[src/rtl/tx_frame_scheduler_if.sv]
`default_nettype none
// ============================================================================
// Module      : tx_frame_scheduler_if
// Description : Producer handshakes and serializer-facing outputs of the TX
//               frame scheduler, bundled as one interface.
// Revision    : 1.0 - initial release
// ============================================================================
interface tx_frame_scheduler_if;
    logic        a_valid;
    logic [31:0] a_data;
    logic        a_ready;
    logic        b_valid;
    logic [31:0] b_data;
    logic        b_ready;
    logic        tx_start;
    logic [31:0] tx_data;
    logic        tx_busy;
    logic        grant;
    logic        frame_done;
    logic [15:0] frame_cnt;

    // Producer / observer side
    modport master (
        output a_valid, a_data, b_valid, b_data,
        input  a_ready, b_ready, tx_start, tx_data, tx_busy, grant,
               frame_done, frame_cnt
    );

    // Scheduler side
    modport slave (
        input  a_valid, a_data, b_valid, b_data,
        output a_ready, b_ready, tx_start, tx_data, tx_busy, grant,
               frame_done, frame_cnt
    );
endinterface
`default_nettype wire

[src/rtl/tx_frame_scheduler.sv]
`default_nettype none
// ============================================================================
// Module      : tx_frame_scheduler
// Description : Round-robin sharing of the 32-bit RS232 TX serializer between
//               producer A (command ack) and producer B (status/telemetry).
//               Each frame: latch word, hold start pulse, wait out the frame,
//               then enforce an idle gap before the next grant.
// Revision    : 1.0 - initial release
// ============================================================================
module tx_frame_scheduler #(
    parameter int START_HOLD   = 2,
    parameter int FRAME_CYCLES = 48,
    parameter int GAP_CYCLES   = 4
) (
    input  wire logic             clk,
    input  wire logic             reset,
    tx_frame_scheduler_if.slave   bus
);

    localparam logic [7:0] c_START_LAST = 8'(START_HOLD - 1);
    localparam logic [7:0] c_FRAME_LAST = 8'(FRAME_CYCLES - 1);
    localparam logic [7:0] c_GAP_LAST   = 8'((GAP_CYCLES > 0) ? (GAP_CYCLES - 1) : 0);
    localparam bit         c_HAS_GAP    = (GAP_CYCLES > 0);

    // Parameter legality, reported at elaboration
    generate
        if (START_HOLD < 2 || START_HOLD > 7) begin : g_bad_start_hold
            $error("tx_frame_scheduler: START_HOLD out of range 2..7");
        end
        if (FRAME_CYCLES < 45 || FRAME_CYCLES > 255) begin : g_bad_frame_cycles
            $error("tx_frame_scheduler: FRAME_CYCLES out of range 45..255");
        end
        if (GAP_CYCLES < 0 || GAP_CYCLES > 255) begin : g_bad_gap_cycles
            $error("tx_frame_scheduler: GAP_CYCLES out of range 0..255");
        end
    endgenerate

    typedef enum logic [1:0] {
        S_IDLE  = 2'd0,
        S_START = 2'd1,
        S_WAIT  = 2'd2,
        S_GAP   = 2'd3
    } state_t;

    state_t      r_state;
    logic [7:0]  r_phase_cnt;
    logic        r_last_grant;   // 1 = B owned the last frame, so A wins a tie
    logic        r_tx_start;
    logic [31:0] r_tx_data;
    logic        r_tx_busy;
    logic        r_grant;
    logic        r_frame_done;
    logic [15:0] r_frame_cnt;

    logic        w_idle;
    logic        w_a_ready;
    logic        w_b_ready;

    // Arbitration: ready only in IDLE, tie goes to the side that did not go last
    always_comb begin
        w_idle    = (r_state == S_IDLE) && !reset;
        w_a_ready = w_idle && bus.a_valid && (!bus.b_valid || r_last_grant);
        w_b_ready = w_idle && bus.b_valid && (!bus.a_valid || !r_last_grant);
    end

    // Frame sequencer: IDLE -> START -> WAIT -> GAP -> IDLE
    always_ff @(posedge clk) begin
        if (reset) begin
            r_state      <= S_IDLE;
            r_phase_cnt  <= 8'd0;
            r_last_grant <= 1'b1;
            r_tx_start   <= 1'b0;
            r_tx_data    <= 32'd0;
            r_tx_busy    <= 1'b0;
            r_grant      <= 1'b0;
            r_frame_done <= 1'b0;
            r_frame_cnt  <= 16'd0;
        end else begin
            r_frame_done <= 1'b0;
            case (r_state)
                S_IDLE: begin
                    if (w_a_ready || w_b_ready) begin
                        r_tx_data    <= w_b_ready ? bus.b_data : bus.a_data;
                        r_grant      <= w_b_ready;
                        r_last_grant <= w_b_ready;
                        r_tx_start   <= 1'b1;
                        r_tx_busy    <= 1'b1;
                        r_phase_cnt  <= 8'd0;
                        r_state      <= S_START;
                    end
                end
                S_START: begin
                    if (r_phase_cnt == c_START_LAST) begin
                        r_tx_start  <= 1'b0;
                        r_phase_cnt <= 8'd0;
                        r_state     <= S_WAIT;
                    end else begin
                        r_phase_cnt <= r_phase_cnt + 8'd1;
                    end
                end
                S_WAIT: begin
                    if (r_phase_cnt == c_FRAME_LAST) begin
                        r_frame_done <= 1'b1;
                        r_frame_cnt  <= r_frame_cnt + 16'd1;
                        r_phase_cnt  <= 8'd0;
                        if (c_HAS_GAP) begin
                            r_state <= S_GAP;
                        end else begin
                            r_tx_busy <= 1'b0;
                            r_state   <= S_IDLE;
                        end
                    end else begin
                        r_phase_cnt <= r_phase_cnt + 8'd1;
                    end
                end
                S_GAP: begin
                    if (r_phase_cnt == c_GAP_LAST) begin
                        r_tx_busy   <= 1'b0;
                        r_phase_cnt <= 8'd0;
                        r_state     <= S_IDLE;
                    end else begin
                        r_phase_cnt <= r_phase_cnt + 8'd1;
                    end
                end
                default: r_state <= S_IDLE;
            endcase
        end
    end

    assign bus.a_ready    = w_a_ready;
    assign bus.b_ready    = w_b_ready;
    assign bus.tx_start   = r_tx_start;
    assign bus.tx_data    = r_tx_data;
    assign bus.tx_busy    = r_tx_busy;
    assign bus.grant      = r_grant;
    assign bus.frame_done = r_frame_done;
    assign bus.frame_cnt  = r_frame_cnt;

endmodule
`default_nettype wire

[src/flat_wrapper.sv]
// flat-port wrapper written by rule: the top's interface ports become plain ports
module tx_frame_scheduler_flat 
#(
    parameter int START_HOLD   = 2,
    parameter int FRAME_CYCLES = 48,
    parameter int GAP_CYCLES   = 4
)
  (clk, reset, bus_a_valid, bus_a_data, bus_b_valid, bus_b_data, bus_a_ready, bus_b_ready, bus_tx_start, bus_tx_data, bus_tx_busy, bus_grant, bus_frame_done, bus_frame_cnt);
  tx_frame_scheduler_if bus_i ();
  input  wire logic clk;
  input  wire logic reset;
  input wire logic [$bits(bus_i.a_valid)-1:0] bus_a_valid;
  input wire logic [$bits(bus_i.a_data)-1:0] bus_a_data;
  input wire logic [$bits(bus_i.b_valid)-1:0] bus_b_valid;
  input wire logic [$bits(bus_i.b_data)-1:0] bus_b_data;
  output wire logic [$bits(bus_i.a_ready)-1:0] bus_a_ready;
  output wire logic [$bits(bus_i.b_ready)-1:0] bus_b_ready;
  output wire logic [$bits(bus_i.tx_start)-1:0] bus_tx_start;
  output wire logic [$bits(bus_i.tx_data)-1:0] bus_tx_data;
  output wire logic [$bits(bus_i.tx_busy)-1:0] bus_tx_busy;
  output wire logic [$bits(bus_i.grant)-1:0] bus_grant;
  output wire logic [$bits(bus_i.frame_done)-1:0] bus_frame_done;
  output wire logic [$bits(bus_i.frame_cnt)-1:0] bus_frame_cnt;
  assign bus_i.a_valid = bus_a_valid;
  assign bus_i.a_data = bus_a_data;
  assign bus_i.b_valid = bus_b_valid;
  assign bus_i.b_data = bus_b_data;
  assign bus_a_ready = bus_i.a_ready;
  assign bus_b_ready = bus_i.b_ready;
  assign bus_tx_start = bus_i.tx_start;
  assign bus_tx_data = bus_i.tx_data;
  assign bus_tx_busy = bus_i.tx_busy;
  assign bus_grant = bus_i.grant;
  assign bus_frame_done = bus_i.frame_done;
  assign bus_frame_cnt = bus_i.frame_cnt;
  tx_frame_scheduler #(.START_HOLD(START_HOLD), .FRAME_CYCLES(FRAME_CYCLES), .GAP_CYCLES(GAP_CYCLES)) u_core (.clk(clk), .reset(reset), .bus(bus_i));
endmodule
[config.mk]
export PLATFORM = sky130hd
export DESIGN_NAME = tx_frame_scheduler_flat
export DESIGN_NICKNAME = d
export VERILOG_FILES = /design/src/rtl/tx_frame_scheduler_if.sv /design/src/rtl/tx_frame_scheduler.sv /design/src/flat_wrapper.sv
export SDC_FILE = /design/constraint.sdc
export NUM_CORES = 1
export LEC_CHECK = 0
export CAP_MARGIN = 20
export CORE_MARGIN = 4
export CORE_UTILIZATION = 47
export CTS_CLUSTER_DIAMETER = 200
export DETAILED_ROUTE_END_ITERATION = 8
export PLACE_DENSITY = 0.92
export REMOVE_ABC_BUFFERS = 1
export SYNTH_ARGS = -nofsm -noshare
export SYNTH_HDL_FRONTEND = slang
export SYNTH_SLANG_ARGS = --single-unit
[constraint.sdc]
create_clock -name clk -period 5.8 [get_ports clk]
set_input_delay 1.16 -clock clk [delete_from_list [all_inputs] [get_ports clk]]
set_output_delay 1.16 -clock clk [all_outputs]
set_load 0.01 [all_outputs]
==> reports/qor.log <==
[detailed_routing] Pre-antenna DRT Iters 5
[clocking] CTS clock-pin slew for the worst setup and hold paths 0.07 ns
[placement] pre-CTS WS 2.131 ns
[global_route] vias in the first global route 2,868
[placement] GP Congestion 0.7791
[layout] fill cell total of the finished layout 472
[placement] cell area after placement 4234 µm²
[power_and_ir_drop] cell-internal power 1.041 mW
[timing] setup repair after global routing missed its margin false
[setup_path] Crit Reg-Reg Startpoint u_core.r_state[0]
[min_path] path type of the worst min-delay path register to register
[setup_path] logic depth of the worst register-to-register path 7
[layout] post-layout utilization of the core 0.7364
[yosys] Cell variety after synth 46
[detailed_routing] DRC violation total after the first TritonRoute iteration 136
[setup_path] setup slack on the worst flop-to-flop path 3.43 ns
[detailed_routing] Met1 Wirelength 3483 µm
[yosys] cell count after synthesis 369
[layout] share of post-route cells with drive strength above 1 0.06571
[placement] Detailed Place HPWL 6039 µm
[detailed_routing] uppermost routed layer met4
[global_route] first-pass GRT wire length 13,430 µm
[yosys] total number of yosys warnings 0
[power_and_ir_drop] pwr dens 343.9 nW/µm²
[yosys] Post-synth EDFFs 0
[clocking] CTS hold repair buffers 0
[setup_path] Arr. time, crit path 2.53 ns
[yosys] mapped cell area 2995 µm²
[setup_path] element type at the critical path end output pin
[power_and_ir_drop] leakage power summed over all cells 1.654 nW
[timing] final worst clock skew 0.009758 ns
[clocking] root cell of the clock tree sky130_fd_sc_hd__clkbuf_8
[timing] Worst slew margin 0.5256
[floorplan] die area 7714 µm²
[global_route] initial antenna violation count 0
[yosys] Synth Flop Type sky130_fd_sc_hd__dfxtp_1
[floorplan] initial cell density of the core 0.4942
[setup_path] largest driver fanout on the critical path 4
[floorplan] num ports 122
[timing] total setup violations reported at the end of the flow 0
[layout] area of the multi-input gates 1620 µm²
[setup_path] sort of element at the start of the critical path input pin
[layout] Layout area overhead 49.00%
[clocking] maximum level of the CTS H-tree 3
[yosys] post-synthesis sequential area ratio 0.4211
[layout] Design Area, Final 4463 µm²
[layout] area used by sequential logic in the layout 1261 µm²
[detailed_routing] DR WL/cell 15.40 µm
[clocking] buffers inserted during post-CTS setup optimization 0
[clocking] clock insertion delay at the later pin of the skew report 0.33 ns
[min_path] number of stages on the worst hold path 2
[floorplan] vertical die dimension 87.83 µm
[detailed_routing] mean number of vias per cell 5.527
[placement] placed cells 545
[placement] number of buffer cells added on primary ports 121
[timing] final critical-path setup slack 2.109 ns
[setup_path] data required time at the worst endpoint 4.64 ns
[floorplan] width of the die 87.83 µm
[timing] Max Fclk 270.9 MHz
[power_and_ir_drop] post-layout power 1.535 mW
[timing] summed negative setup slack over all endpoints 0 ns
[timing] max-slew violation total from the final report 0
[detailed_routing] number of remaining DRC errors 0
[power_and_ir_drop] switching fraction of total power 0.3216
[floorplan] num rows 28
[run_status] result of the run finished, final reports clean
[detailed_routing] total met2 wirelength after detailed routing 4274 µm
[setup_path] critical path start-end classification input pin to output pin
[min_path] startpoint of the most critical hold path u_core.bus.tx_busy
[power_and_ir_drop] Flop pwr share 0.358
[timing] Hold Slack 0.4943 ns
[clocking] clock tree from TritonCTS built
[power_and_ir_drop] clock power share 0.282
[floorplan] Core Box Area 6061 µm²
[timing] Final Cycle Share 0.6364
[layout] final instance count without filler cells 562
[power_and_ir_drop] switching power 493.7 µW
[flow_run] number of maximum-capacitance violations 0
[global_route] maximum number of pins on one net before global-route repair 70
[clocking] Resized cells post-CTS 0
[power_and_ir_drop] Logic pwr share 0.360
[power_and_ir_drop] peak supply drop 0.2517 mV
[clocking] clock buffer count from CTS 9
[clocking] buffers from clock root to sink, at most 2
[yosys] post-synthesis average cell area 8.118 µm²
[setup_path] capture instance of the worst register-to-register path u_core.bus.tx_data[11]
[yosys] share of flip-flops with an asynchronous set or reset after synthesis 0
[layout] Final nets 558
[global_route] All-Layer GR Usage 0.2167
[global_route] total congestion overflow after global routing 0
[yosys] Synth Register Bits 63
[detailed_routing] DRT antenna net count 0
[min_path] hold worst-path end u_core.bus.tx_busy
[layout] antenna diode instance count 0
[timing] hold violation count in the final report 0
[detailed_routing] routed via count 3,106
[timing] Min Clock Period, post-route 3.691 ns
[detailed_routing] total length of routed wires 8656 µm
[timing] Slew @ Worst Pin 0.7116 ns
[setup_path] worst setup path start bus_b_valid
[clocking] TritonCTS sink count 63
[detailed_routing] sum of met3 wire segment lengths after detailed routing 614 µm
==> critical path, cell delays in order <==
cell,delay (ns)
sky130_fd_sc_hd__clkdlybuf4s50_1,0.54
sky130_fd_sc_hd__nand3_1,0.11
sky130_fd_sc_hd__inv_1,0.13
sky130_fd_sc_hd__clkdlybuf4s50_1,0.59
==> state kept, by name, indices dropped and copies added, names as in the netlist <==
register and flops:
u_core.r_phase_cnt 8, u_core.bus.tx_start 1, u_core.r_last_grant 1, u_core.bus.frame_done 1
u_core.bus.grant 1, u_core.bus.frame_cnt 16, u_core.r_state 2, u_core.bus.tx_busy 1
u_core.bus.tx_data 32
==> how the worst max path moves through the flow <==
stage                                  endpoint  slack (ns)  cells after the start
after global routing                bus_b_ready        2.03                      5
after global placement              bus_b_ready        2.15                      5
after detailed placement            bus_b_ready        2.13                      4
after floorplan           u_core.bus.tx_data[0]        1.91                      3
after CTS                           bus_b_ready        2.10                      4
final                               bus_b_ready        2.11                      4
==> cells in the mapped netlist (4+ instances only) <==
library cell / instances / area [µm²]
sky130_fd_sc_hd__nor3_1: 5 / 25.02
sky130_fd_sc_hd__nor2b_1: 6 / 37.54
sky130_fd_sc_hd__o21ai_0: 4 / 20.02
sky130_fd_sc_hd__nand4_1: 9 / 56.30
sky130_fd_sc_hd__nand2_1: 79 / 296.5
sky130_fd_sc_hd__ha_1: 8 / 100.1
sky130_fd_sc_hd__clkbuf_1: 16 / 60.06
sky130_fd_sc_hd__a21oi_1: 6 / 30.03
sky130_fd_sc_hd__nand3_1: 13 / 65.06
sky130_fd_sc_hd__and3_1: 6 / 37.54
sky130_fd_sc_hd__nor2_1: 54 / 202.7
sky130_fd_sc_hd__xor2_1: 5 / 43.79
sky130_fd_sc_hd__buf_1: 6 / 22.52
sky130_fd_sc_hd__a311oi_1: 33 / 289.0
sky130_fd_sc_hd__a31oi_1: 5 / 31.28
sky130_fd_sc_hd__xnor2_1: 5 / 43.79
sky130_fd_sc_hd__dfxtp_1: 63 / 1261
sky130_fd_sc_hd__inv_1: 6 / 22.52
==> layout make-up <==
class / count / area share
Inverter: 6 / 0.005046
Clock inverter: 3 / 0.01458
Clock buffer: 13 / 0.03560
Tap cell: 75 / 0.02103
Timing Repair Buffer: 126 / 0.2781
Sequential cell: 63 / 0.2826
Multi-Input combinational cell: 276 / 0.3630
==> layer usage <==
metal  global-route usage  up-vias
met1               0.2601     1436
met5                    0        -
met2               0.3658      111
met3              0.05362       25
met4              0.09623        0
li1                     -     1534
==> placed cells by master, fill, tap and decap left out, types with 2 or more instances in the layout <==
| cell type | netlist | final |
|---|---|---|
| sky130_fd_sc_hd__xnor2_1 | 5 | 5 |
| sky130_fd_sc_hd__dfxtp_1 | 63 | 63 |
| sky130_fd_sc_hd__nand2_1 | 79 | 79 |
| sky130_fd_sc_hd__nor2_1 | 54 | 54 |
| sky130_fd_sc_hd__nor3b_1 | 2 | 2 |
| sky130_fd_sc_hd__bufinv_16 | 0 | 2 |
| sky130_fd_sc_hd__a311oi_1 | 33 | 33 |
| sky130_fd_sc_hd__o21ai_0 | 4 | 4 |
| sky130_fd_sc_hd__a31oi_1 | 5 | 5 |
| sky130_fd_sc_hd__or3_1 | 3 | 3 |
| sky130_fd_sc_hd__a21oi_1 | 6 | 6 |
| sky130_fd_sc_hd__nor3_1 | 5 | 5 |
| sky130_fd_sc_hd__nand4_1 | 9 | 9 |
| sky130_fd_sc_hd__clkbuf_1 | 16 | 2 |
| sky130_fd_sc_hd__nand2b_1 | 2 | 2 |
| sky130_fd_sc_hd__ha_1 | 8 | 8 |
| sky130_fd_sc_hd__o31ai_1 | 2 | 2 |
| sky130_fd_sc_hd__inv_1 | 6 | 6 |
| sky130_fd_sc_hd__o21ai_1 | 2 | 2 |
| sky130_fd_sc_hd__nor3_2 | 3 | 3 |
| sky130_fd_sc_hd__and3_1 | 6 | 6 |
| sky130_fd_sc_hd__clkdlybuf4s50_1 | 0 | 120 |
| sky130_fd_sc_hd__buf_2 | 1 | 2 |
| sky130_fd_sc_hd__o311ai_1 | 2 | 2 |
| sky130_fd_sc_hd__buf_4 | 0 | 4 |
| sky130_fd_sc_hd__nand3_1 | 13 | 13 |
| sky130_fd_sc_hd__nand3b_1 | 2 | 2 |
| sky130_fd_sc_hd__xor2_1 | 5 | 5 |
| sky130_fd_sc_hd__nor2b_1 | 6 | 5 |
| sky130_fd_sc_hd__clkbuf_8 | 0 | 11 |
| sky130_fd_sc_hd__a21o_1 | 3 | 3 |
==> cells by family after synthesis <==
kind of cell,count (synthesis),synth area share
flip-flops,63,0.4211
XOR/XNOR,10,0.02924
buffers and inverters,30,0.04052
multiplexers,1,0.003342
AO/OA/AOI/OAI,63,0.1662
AND/OR/NAND/NOR,194,0.3062
adder cells (fa/ha/maj),8,0.03342
==> power by group through the flow <==
stage	Clock (mW)	Combinational [mW]	Sequential (mW)
2_1_floorplan	0	0.266	0.585
3_3_place_gp	0	0.531	0.554
3_5_place_dp	0	0.549	0.557
4_1_cts	0.439	0.552	0.549
5_1_grt	0.462	0.603	0.557
6_report	0.433	0.553	0.549
Power figures use the tool's default switching activity.
